[config.mk]
export PLATFORM = sky130hd
export DESIGN_NAME = wb_regfile
export DESIGN_NICKNAME = d
export VERILOG_FILES = /design/src/rtl/wb_regfile.sv
export SDC_FILE = /design/constraint.sdc
export NUM_CORES = 1
export LEC_CHECK = 0
export CAP_MARGIN = 20
export CORE_MARGIN = 5
export CORE_UTILIZATION = 49
export DETAILED_ROUTE_END_ITERATION = 16
export PLACE_DENSITY = 0.83
export REMOVE_ABC_BUFFERS = 1
export SLEW_MARGIN = 20
export SYNTH_ARGS = -nofsm -noshare
export SYNTH_HDL_FRONTEND = slang
export SYNTH_SLANG_ARGS = --single-unit
[constraint.sdc]
create_clock -name clock -period 2.6 [get_ports clock]
set_input_delay 0.26 -clock clock [delete_from_list [all_inputs] [get_ports clock]]
set_output_delay 0.26 -clock clock [all_outputs]
set_load 0.02 [all_outputs]
[src/rtl/wb_regfile.sv]
// Writeback stage: selects ALU/load result, commits it to the register file and carry flag,
// bypasses it to the decode read ports, forwards it to MEX one cycle later and counts retirements.
module wb_regfile #(
  parameter int DATA_W   = 8,
  parameter int ADDR_W   = 3,
  parameter int RETIRE_W = 16
) (
  input  logic                clock,
  input  logic                reset,
  input  logic                wb_valid,
  input  logic                wb_reg_write,
  input  logic                wb_carry_write,
  input  logic                wb_mem_read,
  input  logic [DATA_W-1:0]   wb_write_val,
  input  logic [DATA_W-1:0]   wb_data_val,
  input  logic [ADDR_W-1:0]   wb_write_addr,
  input  logic                wb_carry_out,
  input  logic [ADDR_W-1:0]   read_addr1,
  input  logic [ADDR_W-1:0]   read_addr2,
  output logic [DATA_W-1:0]   read_val1,
  output logic [DATA_W-1:0]   read_val2,
  output logic                carry_flag,
  output logic                fwd_valid,
  output logic [ADDR_W-1:0]   fwd_addr,
  output logic [DATA_W-1:0]   fwd_val,
  output logic [RETIRE_W-1:0] retire_count
);

  localparam int NREGS = 2 ** ADDR_W;

  logic [DATA_W-1:0]   regs_q [NREGS];
  logic                carry_q, carry_d;
  logic                fwd_valid_q, fwd_valid_d;
  logic [ADDR_W-1:0]   fwd_addr_q, fwd_addr_d;
  logic [DATA_W-1:0]   fwd_val_q, fwd_val_d;
  logic [RETIRE_W-1:0] retire_q, retire_d;

  logic              live, we, ce;
  logic [DATA_W-1:0] result;

  // Flushed slots carry X; only a definite 1 on a qualifier may change state.
  always_comb begin
    live   = (wb_valid === 1'b1);
    we     = live && (wb_reg_write === 1'b1);
    ce     = live && (wb_carry_write === 1'b1);
    result = (wb_mem_read === 1'b1) ? wb_data_val : wb_write_val;
  end

  always_comb begin
    read_val1 = regs_q[read_addr1];
    read_val2 = regs_q[read_addr2];
    if (we && (read_addr1 == wb_write_addr)) read_val1 = result;
    if (we && (read_addr2 == wb_write_addr)) read_val2 = result;
  end

  always_comb begin
    carry_d     = carry_q;
    fwd_valid_d = we;
    fwd_addr_d  = fwd_addr_q;
    fwd_val_d   = fwd_val_q;
    retire_d    = retire_q;
    if (ce) carry_d = (wb_carry_out === 1'b1);
    if (we) begin
      fwd_addr_d = wb_write_addr;
      fwd_val_d  = result;
    end
    if (live && (retire_q != {RETIRE_W{1'b1}})) retire_d = retire_q + 1'b1;
  end

  always_ff @(posedge clock or posedge reset) begin
    if (reset) begin
      for (int i = 0; i < NREGS; i++) regs_q[i] <= '0;
    end else if (we) begin
      regs_q[wb_write_addr] <= result;
    end
  end

  always_ff @(posedge clock or posedge reset) begin
    if (reset) begin
      carry_q     <= 1'b0;
      fwd_valid_q <= 1'b0;
      fwd_addr_q  <= '0;
      fwd_val_q   <= '0;
      retire_q    <= '0;
    end else begin
      carry_q     <= carry_d;
      fwd_valid_q <= fwd_valid_d;
      fwd_addr_q  <= fwd_addr_d;
      fwd_val_q   <= fwd_val_d;
      retire_q    <= retire_d;
    end
  end

  assign carry_flag   = carry_q;
  assign fwd_valid    = fwd_valid_q;
  assign fwd_addr     = fwd_addr_q;
  assign fwd_val      = fwd_val_q;
  assign retire_count = retire_q;

endmodule

== Word-level counts from Yosys, hierarchy flattened ==
Index checks and enable logic that the tools add are counted.
Word-level totals
  register bits: 93
  input bits: 32
  output and inout port bits: 45
Operators by class
  add/sub/neg operators: 1
  $lt $le $gt $ge: 4
  equality and inequality tests: 8
  mux-type cells: 12
  bitwise logic cells: 3
  reductions and logical operators: 6
Operator list (count)
  $bwmux 64: 1
  $mux 8: 8
  $bmux 8 s3: 2
  $demux 8 s3: 1
  $add 16x1->16 const B: 1
  $ne 16x16->1 const B: 1
  $ge 4x4->1 const B: 3
  $not 3->4: 3
  $eq 3x3->1: 2
  $logic_and 1x1->1: 6
  $eqx 1x1->1 const B: 5
  $lt 4x1->1 const B: 1

== Depth between registers and ports, before layout ==
Gate-level depths: netlist (run 1).
  word-level depth: 6
  gate-level depth with buffers: 8
  gate-level depth less buffers: 5

== Worst setup path before layout (run 1) ==
Ideal clock, no wire load.
  path type: input to output
  from: input read_addr1[2]
  to: output read_val1[5]
  data arrival time: 1.626 ns
  data required time: 2.340 ns
  setup slack: 0.714 ns
  cell stages on the path: 6
  path buffers: 2
  cell sequence: clkbuf_1 > xor2_1 > nor4_4 > buf_4 > a211oi_2 > a21oi_1
Between the ends
  longest elaborated chain between the ends: 5
RTL lines
  start, declared: line 18  | input logic [ADDR_W-1:0] read_addr1,
  $not 3->4 (implied by the code): line 50  | read_val1 = regs_q[read_addr1];
  $bmux 8 s3: line 50
  $mux 8 (implied by the code) (2 in a row): line 50
  $mux 8 *: line 52  | if (we && (read_addr1 == wb_write_addr)) read_val1 = result;
  end, declared: line 20  | output logic [DATA_W-1:0] read_val1,
Every way passes the cells marked *; elsewhere a longest branch is shown, timed or not. The select of a mux whose other input is x is not followed.

== Final worst setup path (run 1) ==
  from: input read_addr2[0]
  to: output read_val2[1]
Between the ends
  longest elaborated chain between the ends: 5
RTL lines
  start, declared: line 19  | input logic [ADDR_W-1:0] read_addr2,
  $not 3->4 (implied by the code): line 51  | read_val2 = regs_q[read_addr2];
  $bmux 8 s3: line 51
  $mux 8 (implied by the code) (2 in a row): line 51
  $mux 8 *: line 53  | if (we && (read_addr2 == wb_write_addr)) read_val2 = result;
  end, declared: line 21  | output logic [DATA_W-1:0] read_val2,
Marks and branches as above.

==> reports/results.txt, run 1 <==
Slack of the critical path - 0.0705 ns
1st-pass router iterations - 7
Area of the core - 0.00986 mm²
Mean post-synth cell area - 10.9 µm²
Post-DR vias/cell - 5.78
Iteration-0 DRC Markers - 263
Most used cells in the layout excluding fill and tap cells - dfrtp_1, clkdlybuf4s50_1, nand2_1
Number of maximum-capacitance violations - 0
LEAKAGE - 2.70 nW
Count of clock tree sinks - 93
Antenna fix cells - 0
Critical Path Fanout Max - 11
Share of the core filled with cells in the final layout - 63.7%
Detailed-route DRC error count - 0
Switching share of total power - 33.6%
Final wirelength - 12,300 µm
Flip-flop and latch count after synthesis - 93
Critical path's largest stage delay - 0.45 ns
Top cells by area, synth - dfrtp_1, mux4_2, a21oi_1
Detail-routed net length per standard cell - 17.8 µm
WS Path Type - input pin to output pin
Ratio of total power to cell area - 692 mW/mm²
Area enclosed by the die boundary - 0.0123 mm²
Area occupied by multi-input gates - 0.00243 mm²
Net count reported at finish - 584
Clock slew at reported path FFs - 0.09 ns
Psw - 1.46 mW
Number of cells produced by synthesis - 458
Synthesized cell area - 0.00498 mm²
Die width - 111 µm
Data required time at the worst endpoint - 2.34 ns
Worst min path class - input pin to async pin
Slew headroom - 58.0%
Global-route wire length before repair - 20,800 µm
Number of placement rows - 36
Placed wire-length estimate after detailed placement - 8830 µm
Synth warnings - 0
Total clock buffers created by CTS - 9
Post-layout min period - 2.53 ns
Sequential power share - 46.7%
Total Routing Usage GR - 20.9%
Count of cell types in the netlist - 45
Initial standard-cell utilization of the core - 50.5%
Leading cell type in the layout, fill and taps excluded - dfrtp_1
Longest Clk Path Bufs - 2
Die height - 111 µm
Place WS - -0.280 ns
Endpoint type of the worst setup path - output pin
Pin count of the biggest net entering global routing - 43
Fill count - 760
Worst path slowest cell - clkdlybuf4s50_1
Via count - 3,984
Final setup violation count - 0
Gr ovfl total - 0
Measured slew at the worst slew-check pin - 0.624 ns
R2R Path End - retire_count[14]$_DFFE_PP0P_
Root buffer selected by CTS - clkbuf_8
Proportion of netlist area held by the largest area contributor - 46.7%
Worst path most repeated cell - buf_12
Comb power frac - 33.1%
Top cell type by total area after synthesis - dfrtp_1
Clock network fraction of design power - 20.2%
Worst endpoint data arrival time - 2.27 ns
Cell count of the worst reg-to-reg path - 5
Part of the cycle the worst path needs - 97.3%
Number of global-route vias before repair - 4,131
Final count of hold timing violations - 0
Proportion of layout cells with a drive suffix above 1 - 21.6%
Accumulated negative setup slack - 0 ns
Largest voltage drop on the vdd net - 0.594 mV
Sum of internal, switching and leakage power - 4.35 mW
Final GP Congestion - 0.843
IO Pins - 77
Post-Route Skew - 0.00441 ns
Launching element type of the critical path - input pin
Number of buffer cells added on primary ports - 76
Latest clock arrival within the worst-skew pair - 0.36 ns
TritonCTS clock tree - done
Signed area change from the synthesized netlist to the final layout - 26.2%
H-Tree Level Count - 3
Internal power - 2.89 mW
Highest Clock Rate - 395 MHz
Initial antenna violation count - 0
Post-route worst hold slack - 0.251 ns
Setup slack of the worst register-to-register path - 0.75 ns
Final Slew Violations - 0
Outcome - complete, no violations
Cells along the critical path - clkdlybuf4s50_1 > buf_12 > buf_12 > xor2_1 > nor4_4 > buf_4 > a211oi_2 > a21oi_1 > clkdlybuf4s15_1
Reg-to-Reg Start - retire_count[0]$_DFFE_PP0P_
Sequential fraction of the synthesis area - 46.7%
Area of all sequential standard cells - 0.00233 mm²
Antenna viol nets, final - 0
## cells in the mapped netlist, drive strengths merged
library cell	instances
nand4	5
mux4	32
nand2	59
mux2i	9
a21oi	51
ha	1
and2	2
nor4	3
nor3	3
a211oi	17
o21ai	40
dfrtp	93
o21a	2
xnor2	6
nor2b	16
and4	2
nand3	13
nor4b	1
or4	2
a41oi	1
mux2	3
nor2	37
clkbuf	18
xor2	8
a31oi	3
and4b	1
and3	4
nand3b	1
buf	21
inv	4
## worst max path at each step
| stage | endpoint | startpoint |
|---|---|---|
| after floorplan | carry_flag$_DFFE_PP0P_ | reset |
| after global routing | read_val2[7] | read_addr2[0] |
| after detailed placement | read_val1[1] | read_addr1[0] |
| after CTS | read_val2[3] | read_addr2[0] |
| final | read_val2[1] | read_addr2[0] |
| after global placement | read_val1[0] | read_addr1[0] |
## stage by stage
stage / cell area, µm² / cells
CTS: 6260 / 688
floorplan: 4760 / 419
detailed placement: 6090 / 672
global placement: 6090 / 672
global route: 6290 / 689
finish: 6290 / 689
## routing by layer
| metal | global-route usage, % | up-vias | part of all wire, % |
|---|---|---|---|
| li1 | - | 1832 | - |
| met1 | 26.9 | 1944 | 41 |
| met2 | 34.7 | 188 | 50 |
| met3 | 4.15 | 20 | 8.3 |
| met4 | 8.29 | 0 | 1.5 |
| met5 | 0 | - | 0 |
## repair_timing
action                                 in CTS  in global routing
hold buffers                                0                  0
pin swaps                                   0                  1
resized for setup                          16                 15
setup endpoints to repair                  16                 11
gates cloned                                0                  0
setup buffers                               0                  1
endpoints found under the hold margin       0                  0
## cells by family (layout without fill, tap and decap cells)
| kind of cell | Yosys count | count (layout) | synth area share (%) |
|---|---|---|---|
| multiplexers | 44 | 44 | 17.0 |
| buffers and inverters | 43 | 141 | 4.80 |
| AO/OA/AOI/OAI | 114 | 114 | 13.0 |
| flip-flops | 93 | 93 | 46.7 |
| AND/OR/NAND/NOR | 149 | 149 | 15.8 |
| adder cells (fa/ha/maj) | 1 | 1 | 0.251 |
| XOR/XNOR | 14 | 14 | 2.46 |
## critical path: cells and delay by family
family | cells | cell delay [ns]
compound gates | 2 | 0.19
xor+xnor | 1 | 0.17
simple gates | 1 | 0.33
buf+inv | 5 | 1.32
## area by class of cell
type | count | area share, %
Multi-Input combinational cell | 322 | 38.7
Tap cell | 133 | 2.65
Clock inverter | 5 | 0.557
Clock buffer | 11 | 2.25
Timing Repair Buffer | 121 | 18.5
Sequential cell | 93 | 37.0
Inverter | 4 | 0.259
## registers in the layout (all words and copies together) (netlist names)
register      count
fwd_valid         1
fwd_val           8
fwd_addr          3
carry_flag        1
retire_count     16
regs_q           64
## power by group through the flow
stage	clock, mW	sequential [mW]	combinational [mW]
after global routing	0.957	2.07	1.58
after CTS	0.898	2.02	1.44
after detailed placement	0	2.05	1.47
final	0.878	2.03	1.44
after floorplan	0	2.07	0.794
after global placement	0	2.02	1.42
Power figures use the tool's default switching activity.
==> run 2, diff against run 1 <==
Settings changed: REMOVE_ABC_BUFFERS 1 to not set, SLEW_MARGIN 20 to not set.
==> run 2 against run 1 <==
Flip-flop and latch count unchanged. Sequential power about the same. Highest routed layer unchanged. Design area decreased by 0.26%. Largest cell class unchanged. Die area unchanged. Global-route usage increased by 0.62 points. Via count about the same. Setup slack improved by 0.013 ns. Combinational power about the same. Critical endpoint is now read_val1[0]. Non-clock buffer count decreased by 9. Critical path depth decreased by 2. Worst hold slack improved by 0.017 ns.
==> reports/results.txt, run 2 (synthesis gave the netlist of run 1 again) <==
Worst endpoint data arrival time - 2.26 ns (about the same)
IO Pins - 77 (unchanged)
Critical path origin - read_addr1[0]
Number of global-route vias before repair - 3,925 (-5.0%)
1st-pass router iterations - 5 (-2)
Fill count - 754 (-0.79%)
Iteration-0 DRC Markers - 297 (+13%)
Post-DR vias/cell - 5.85 (+1.2%)
Latest clock arrival within the worst-skew pair - 0.37 ns (about the same)
Most used cells in the layout excluding fill and tap cells - dfrtp_1, clkdlybuf4s50_1, nand2_1
H-Tree Level Count - 3 (unchanged)
Post-route worst hold slack - 0.268 ns (+0.0173 ns)
Total Routing Usage GR - 21.5% (+0.62 points)
Antenna fix cells - 0 (unchanged)
Post-route cell area - 0.00627 mm² (-0.26%)
Number of buffer cells added on primary ports - 76 (unchanged)
Area of the core - 0.00986 mm² (unchanged)
Unrepaired setup endpoints after global routing - no
Clock slew at reported path FFs - 0.09 ns (about the same)
Total clock buffers created by CTS - 9 (unchanged)
Highest Clock Rate - 397 MHz (+0.52%)
Signed area change from the synthesized netlist to the final layout - 25.9%
Leading cell type in the layout, fill and taps excluded - dfrtp_1
WS Path Type - input pin to output pin
Most heavily used metal layer in global routing - met2
Number of maximum-capacitance violations - 0 (unchanged)
Detail-routed net length per standard cell - 19.4 µm (+8.6%)
Hold buffer count at cts - 0 (unchanged)
Die width - 111 µm (unchanged)
Reg-to-Reg Start - retire_count[0]$_DFFE_PP0P_
Root buffer selected by CTS - clkbuf_8
Via count - 3,981 (-0.075%)
Measured slew at the worst slew-check pin - 0.848 ns (+0.224 ns)
Critical Path Fanout Max - 13 (+2)
Data required time at the worst endpoint - 2.34 ns (about the same)
Die height - 111 µm (unchanged)
Detailed-route DRC error count - 0 (unchanged)
Sum of internal, switching and leakage power - 4.62 mW (+6.3%)
DP Area - 0.00602 mm² (-1.1%)
Part of the cycle the worst path needs - 96.8% (-0.50 points)
Count of clock tree sinks - 93 (unchanged)
Net count reported at finish - 575 (-1.5%)
Final setup violation count - 0 (unchanged)
Register containing the most flip-flops in the final layout - regs_q
Largest voltage drop on the vdd net - 0.603 mV (+1.5%)
Setup slack of the worst register-to-register path - 0.70 ns (-0.05 ns)
Slew headroom - 41.9% (-16 points)
Number of placement rows - 36 (unchanged)
Ratio of total power to cell area - 737 mW/mm² (+6.6%)
Met2 track demand over resource in global routing - 33.5% (-1.2 points)
Proportion of layout cells with a drive suffix above 1 - 19.7% (-1.8 points)
Placed wire-length estimate after detailed placement - 9390 µm (+6.4%)
Endpoint type of the worst setup path - output pin
Final GP Congestion - 0.891 (+5.6%)
TritonCTS clock tree - done
Area occupied by multi-input gates - 0.00242 mm² (-0.41%)
Met1 global-route usage - 29.4% (+2.5 points)
Launching element type of the critical path - input pin
Met3 Track Usage GR - 6.93% (+2.8 points)
Number of nets in the synthesized netlist - 491
Cell count of the worst reg-to-reg path - 5 (unchanged)
Worst min path class - input pin to async pin
Final wirelength - 13,200 µm (+7.2%)
Post-layout min period - 2.52 ns (-0.0131 ns)
Pin count of the biggest net entering global routing - 73 (+70%)
Outcome - complete, no violations
Initial antenna violation count - 0 (unchanged)
Final count of hold timing violations - 0 (unchanged)
Area enclosed by the die boundary - 0.0123 mm² (unchanged)
Critical path endpoint - read_val1[0]
Post-Route Skew - 0.0120 ns (+0.00755 ns)
Longest Clk Path Bufs - 2 (unchanged)
Initial standard-cell utilization of the core - 50.5% (unchanged)
Number of flip-flops under the largest register name - 64 (unchanged)
R2R Path End - retire_count[14]$_DFFE_PP0P_
Gr ovfl total - 0 (unchanged)
Area of all sequential standard cells - 0.00233 mm² (unchanged)
Antenna viol nets, final - 0 (unchanged)
LEAKAGE - 2.66 nW (-1.7%)
Final Slew Violations - 0 (unchanged)
Global-route wire length before repair - 21,100 µm (+1.7%)
[run 2: worst min-delay path by stage]
stage | slack [ns] | cells past startpoint | endpoint | from
2_1_floorplan | 0.41 | 1 | carry_flag$_DFFE_PP0P_ | wb_carry_out
3_3_place_gp | 0.47 | 2 | fwd_addr[2]$_DFFE_PP0P_ | fwd_addr[2]$_DFFE_PP0P_
3_5_place_dp | 0.47 | 2 | fwd_addr[2]$_DFFE_PP0P_ | fwd_addr[2]$_DFFE_PP0P_
4_1_cts | 0.28 | 2 | fwd_val[7]$_DFFE_PP0P_ | reset
5_1_grt | 0.31 | 2 | fwd_val[7]$_DFFE_PP0P_ | reset
6_report | 0.27 | 2 | fwd_val[7]$_DFFE_PP0P_ | reset
[run 2: cell type report]
cell class / instances / area share [%]
multi-input cells: 322 / 38.7
flip-flops and latches: 93 / 37.1
repair buffers: 112 / 17.6
well taps: 133 / 2.65
clock buffers: 10 / 2.19
clock inverters: 6 / 1.46
inverters: 4 / 0.299
[run 2: worst max-delay path: stages]
cell,delay [ns]
clkdlybuf4s50_1,0.51
buf_12,0.17
mux4_2,0.51
nor2b_1,0.14
a211oi_1,0.25
a21oi_1,0.07
dlygate4sd2_1,0.33
[run 2: per-stage QoR]
stage | TNS (ns) | utilization [%] | setup slack, ns | instances
global placement | -1.84 | 61.1 | -0.140 | 661
CTS | 0 | 63.2 | 0.0568 | 677
finish | 0 | 63.6 | 0.0837 | 680
floorplan | 0 | - | 0.714 | 458
global route | 0 | 63.6 | 0.00123 | 680
detailed placement | -2.06 | 61.1 | -0.164 | 661
[run 2: power breakdown]
| group | switching [mW] | internal, mW |
|---|---|---|
| Clock | 0.539 | 0.575 |
| Combinational | 0.699 | 0.751 |
| Sequential | 0.305 | 1.75 |
| Total | 1.54 | 3.08 |
[run 2: repair_timing]
| action | CTS | global route |
|---|---|---|
| setup buffers | 0 | 3 |
| hold endpoints to repair | 0 | 0 |
| setup endpoints to repair | 16 | 7 |
| gates resized for setup | 16 | 7 |
[run 2: per-layer routing]
metal	wire length (µm)	vias up
li1	-	1812
met1	5420	1942
met2	6200	209
met3	1330	18
met4	221	0
met5	0	-
==> run 3, diff against run 2 <==
Settings changed: ABC_AREA set to 1, CORE_UTILIZATION 49 to 55, PLACE_DENSITY 0.83 to 0.86.
Clock period 2.6 ns to 2.4 ns, I/O delays scaled along.
==> run 3 against run 2 <==
Combinational power rose by 8%. Non-clock buffer count grew 14. Global-route usage rose by 6.5 points. Clock skew decreased by 0.0023 ns. Critical endpoint is now read_val2[3]. Largest cell class unchanged. Largest power group unchanged. Highest routed layer unchanged.
==> reports/results.txt, run 3 <==
Outcome - complete, no violations
Slew headroom - 62.9% (+21 points)
Die width - 111 µm (about the same)
Setup slack of the worst register-to-register path - 0.63 ns (-0.07 ns)
Highest Clock Rate - 458 MHz
Root buffer selected by CTS - clkbuf_8
Initial antenna violation count - 0 (unchanged)
Critical path origin - wb_write_addr[0]
Sequential fraction of the synthesis area - 41.5% (-5.2 points)
Measured slew at the worst slew-check pin - 0.555 ns (-0.293 ns)
Sequential power share - 44.6% (about the same)
Clock slew at reported path FFs - 0.10 ns (about the same)
Final setup violation count - 0 (unchanged)
Clock network fraction of design power - 21.6% (-2.5 points)
Number of global-route vias before repair - 5,299 (+35%)
Comb power frac - 33.8% (+2.4 points)
Synth warnings - 0 (unchanged)
H-Tree Level Count - 3 (unchanged)
Placed wire-length estimate after detailed placement - 12,500 µm (+34%)
Internal power - 2.87 mW (-6.7%)
Unrepaired setup endpoints after global routing - no
Psw - 1.77 mW (+14%)
Most heavily used metal layer in global routing - met2
Synthesized cell area - 0.00560 mm² (+12%)
Pin count of the biggest net entering global routing - 45 (-38%)
Worst min path class - input pin to async pin
Post-Route Skew - 0.00962 ns (-0.00234 ns)
Number of flip-flops under the largest register name - 64 (unchanged)
Final GP Congestion - 0.995 (+12%)
Flip-flop and latch count after synthesis - 93 (unchanged)
Number of enable flip-flop cells after synthesis - 0 (unchanged)
Post-DR vias/cell - 5.53 (-5.5%)
Cell count of the worst reg-to-reg path - 7 (+2)
Final Slew Violations - 0 (unchanged)
Launching element type of the critical path - input pin
LEAKAGE - 3.65 nW (+37%)
Cells along the critical path - clkdlybuf4s50_1 > inv_1 > buf_4 > nand2_1 > o21ai_1 > nor2_2 > buf_4 > nand2_4 > nand3_2 > nand2_1 > dlygate4sd2_1
Final count of hold timing violations - 0 (unchanged)
Top cells by instance count after synthesis - nand2_1, nand3_1, dfrtp_1, inv_1, o21ai_0
Net count reported at finish - 962 (+67%)
Post-route worst hold slack - 0.261 ns (-0.00717 ns)
Met1 global-route usage - 39.9% (+10 points)
Number of nets in the synthesized netlist - 859 (+75%)
Async set-reset flop share out of synthesis - 100% (unchanged)
Met2 track demand over resource in global routing - 40.9% (+7.4 points)
WS Path Type - input pin to output pin
Switching share of total power - 38.1% (+4.7 points)
Area of all sequential standard cells - 0.00233 mm² (unchanged)
Count of cell types in the netlist - 30 (-33%)
Mean post-synth cell area - 6.78 µm² (-38%)
Via count - 5,900 (+48%)
Register containing the most flip-flops in the final layout - regs_q
Part of the cycle the worst path needs - 91.1%
Global-route wire length before repair - 28,000 µm (+32%)
R2R Path End - retire_count[6]$_DFFE_PP0P_
TritonCTS clock tree - done
Initial standard-cell utilization of the core - 56.8% (+6.3 points)
Latest clock arrival within the worst-skew pair - 0.37 ns (about the same)
Proportion of netlist area held by the largest area contributor - 41.5% (-5.2 points)
Fill count - 769 (+2.0%)
Endpoint type of the worst setup path - output pin
Number of cells produced by synthesis - 826 (+80%)
Reg-to-Reg Start - retire_count[0]$_DFFE_PP0P_
Antenna fix cells - 0 (unchanged)
Longest Clk Path Bufs - 2 (unchanged)
Number of placement rows - 36 (unchanged)
Number of buffer cells added on primary ports - 76 (unchanged)
Proportion of layout cells with a drive suffix above 1 - 10.1% (-9.7 points)
Largest voltage drop on the vdd net - 0.512 mV (-15%)
Area occupied by multi-input gates - 0.00277 mm² (+14%)
Critical path's largest stage delay - 0.53 ns (+0.02 ns)
Die height - 111 µm (about the same)
Data required time at the worst endpoint - 2.16 ns (-0.18 ns)
Area of the core - 0.00986 mm² (unchanged)
Detail-routed net length per standard cell - 16.2 µm (-16%)
Top cell type by total area after synthesis - dfrtp_1
Top cells by area, synth - dfrtp_1, nand2_1, nand3_1
Post-layout min period - 2.19 ns
IO Pins - 77 (unchanged)
Worst endpoint data arrival time - 1.95 ns (-0.31 ns)
Most repeated cell in the gate-level netlist after synthesis - nand2_1
Accumulated negative setup slack - 0 ns (unchanged)
Worst path slowest cell - clkdlybuf4s50_1
Total clock buffers created by CTS - 9 (unchanged)
Hold buffer count at cts - 0 (unchanged)
Most used cells in the layout excluding fill and tap cells - nand2_1, nand3_1, dfrtp_1
Count of clock tree sinks - 93 (unchanged)
Iteration-0 DRC Markers - 607 (+100%)
Leading cell type in the layout, fill and taps excluded - nand2_1
Final wirelength - 17,300 µm (+31%)
Leading register cell type out of synthesis - dfrtp_1
Critical path endpoint - read_val2[3]
Signed area change from the synthesized netlist to the final layout - 26.1%
Met3 Track Usage GR - 8.24% (+1.3 points)
Gr ovfl total - 0 (unchanged)
Area enclosed by the die boundary - 0.0123 mm² (+0.19%)
Ratio of total power to cell area - 656 mW/mm² (-11%)
Detailed-route DRC error count - 0 (unchanged)
Number of setup buffers added after CTS - 0 (unchanged)
Antenna viol nets, final - 0 (unchanged)
1st-pass router iterations - 6 (+1)
Number of maximum-capacitance violations - 0 (unchanged)
Critical Path Fanout Max - 9 (-4)
Total Routing Usage GR - 28.0% (+6.5 points)
[run 3: how the worst min path moves through the flow]
stage / start / slack [ns] / end / depth (start not counted)
after floorplan: wb_carry_write / 0.34 / carry_flag$_DFFE_PP0P_ / 1
after global placement: regs_q[41]$_DFFE_PP0P_ / 0.47 / regs_q[41]$_DFFE_PP0P_ / 2
after detailed placement: regs_q[61]$_DFFE_PP0P_ / 0.47 / regs_q[61]$_DFFE_PP0P_ / 2
after CTS: reset / 0.27 / retire_count[3]$_DFFE_PP0P_ / 2
after global routing: reset / 0.31 / retire_count[9]$_DFFE_PP0P_ / 2
final: reset / 0.26 / retire_count[3]$_DFFE_PP0P_ / 2
[run 3: area by class of cell]
class                      count  share of cell area, %
clock buffer                   9                   1.75
clock inverter                 7                  0.779
inverter                      96                   5.19
multi-input combinational    603                   39.2
sequential                    93                   32.9
tap                          133                   2.35
timing repair buffer         126                   17.8
[run 3: repair_timing]
action                     4_1_cts  5_1_grt
pin swaps                        1        0
setup endpoints to repair        9       14
cloned                           1        0
resized for setup                8       16
[run 3: metrics by stage]
stage               instance area (µm²)  util (%)  setup WS [ns]  total power, mW  std cells
floorplan                          5610         -          0.795             2.98        826
global route                       7070      71.6          0.161             4.92       1067
CTS                                7020      71.2        0.00732             4.63       1067
detailed placement                 6820      69.1         -0.116             3.63       1050
global placement                   6820      69.1        -0.0744             3.59       1050
finish                             7070      71.6          0.214             4.64       1067
[run 3: per-layer routing]
metal	up-vias	part of all wire [%]
li1	2816	-
met1	2669	42
met2	369	44
met3	46	12
met4	0	2.6
met5	-	0
[run 3: power groups by stage]
stage               clock network (mW)  registers [mW]  logic [mW]
global placement                     0            2.08        1.51
detailed placement                   0            2.09        1.53
global route                      1.07            2.11        1.74
floorplan                            0            2.12       0.867
CTS                               1.01            2.06        1.55
finish                            1.00            2.07        1.57
[run 3: cell families (layout without fill, tap and decap cells)]
| family | Yosys count | after routing | synth area share, % |
|---|---|---|---|
| buffers and inverters | 131 | 238 | 9.65 |
| adder cells (fa/ha/maj) | 1 | 1 | 0.223 |
| AND/OR/NAND/NOR | 513 | 514 | 39.8 |
| flip-flops | 93 | 93 | 41.5 |
| XOR/XNOR | 6 | 6 | 0.938 |
| AO/OA/AOI/OAI | 82 | 82 | 7.82 |
[run 3: worst max-delay path, delay by kind of cell]
kind,cells,cell delay [ns]
AO/OA/AOI/OAI,1,0.08
buffers and inverters,5,1.25
AND/OR/NAND/NOR,5,0.38
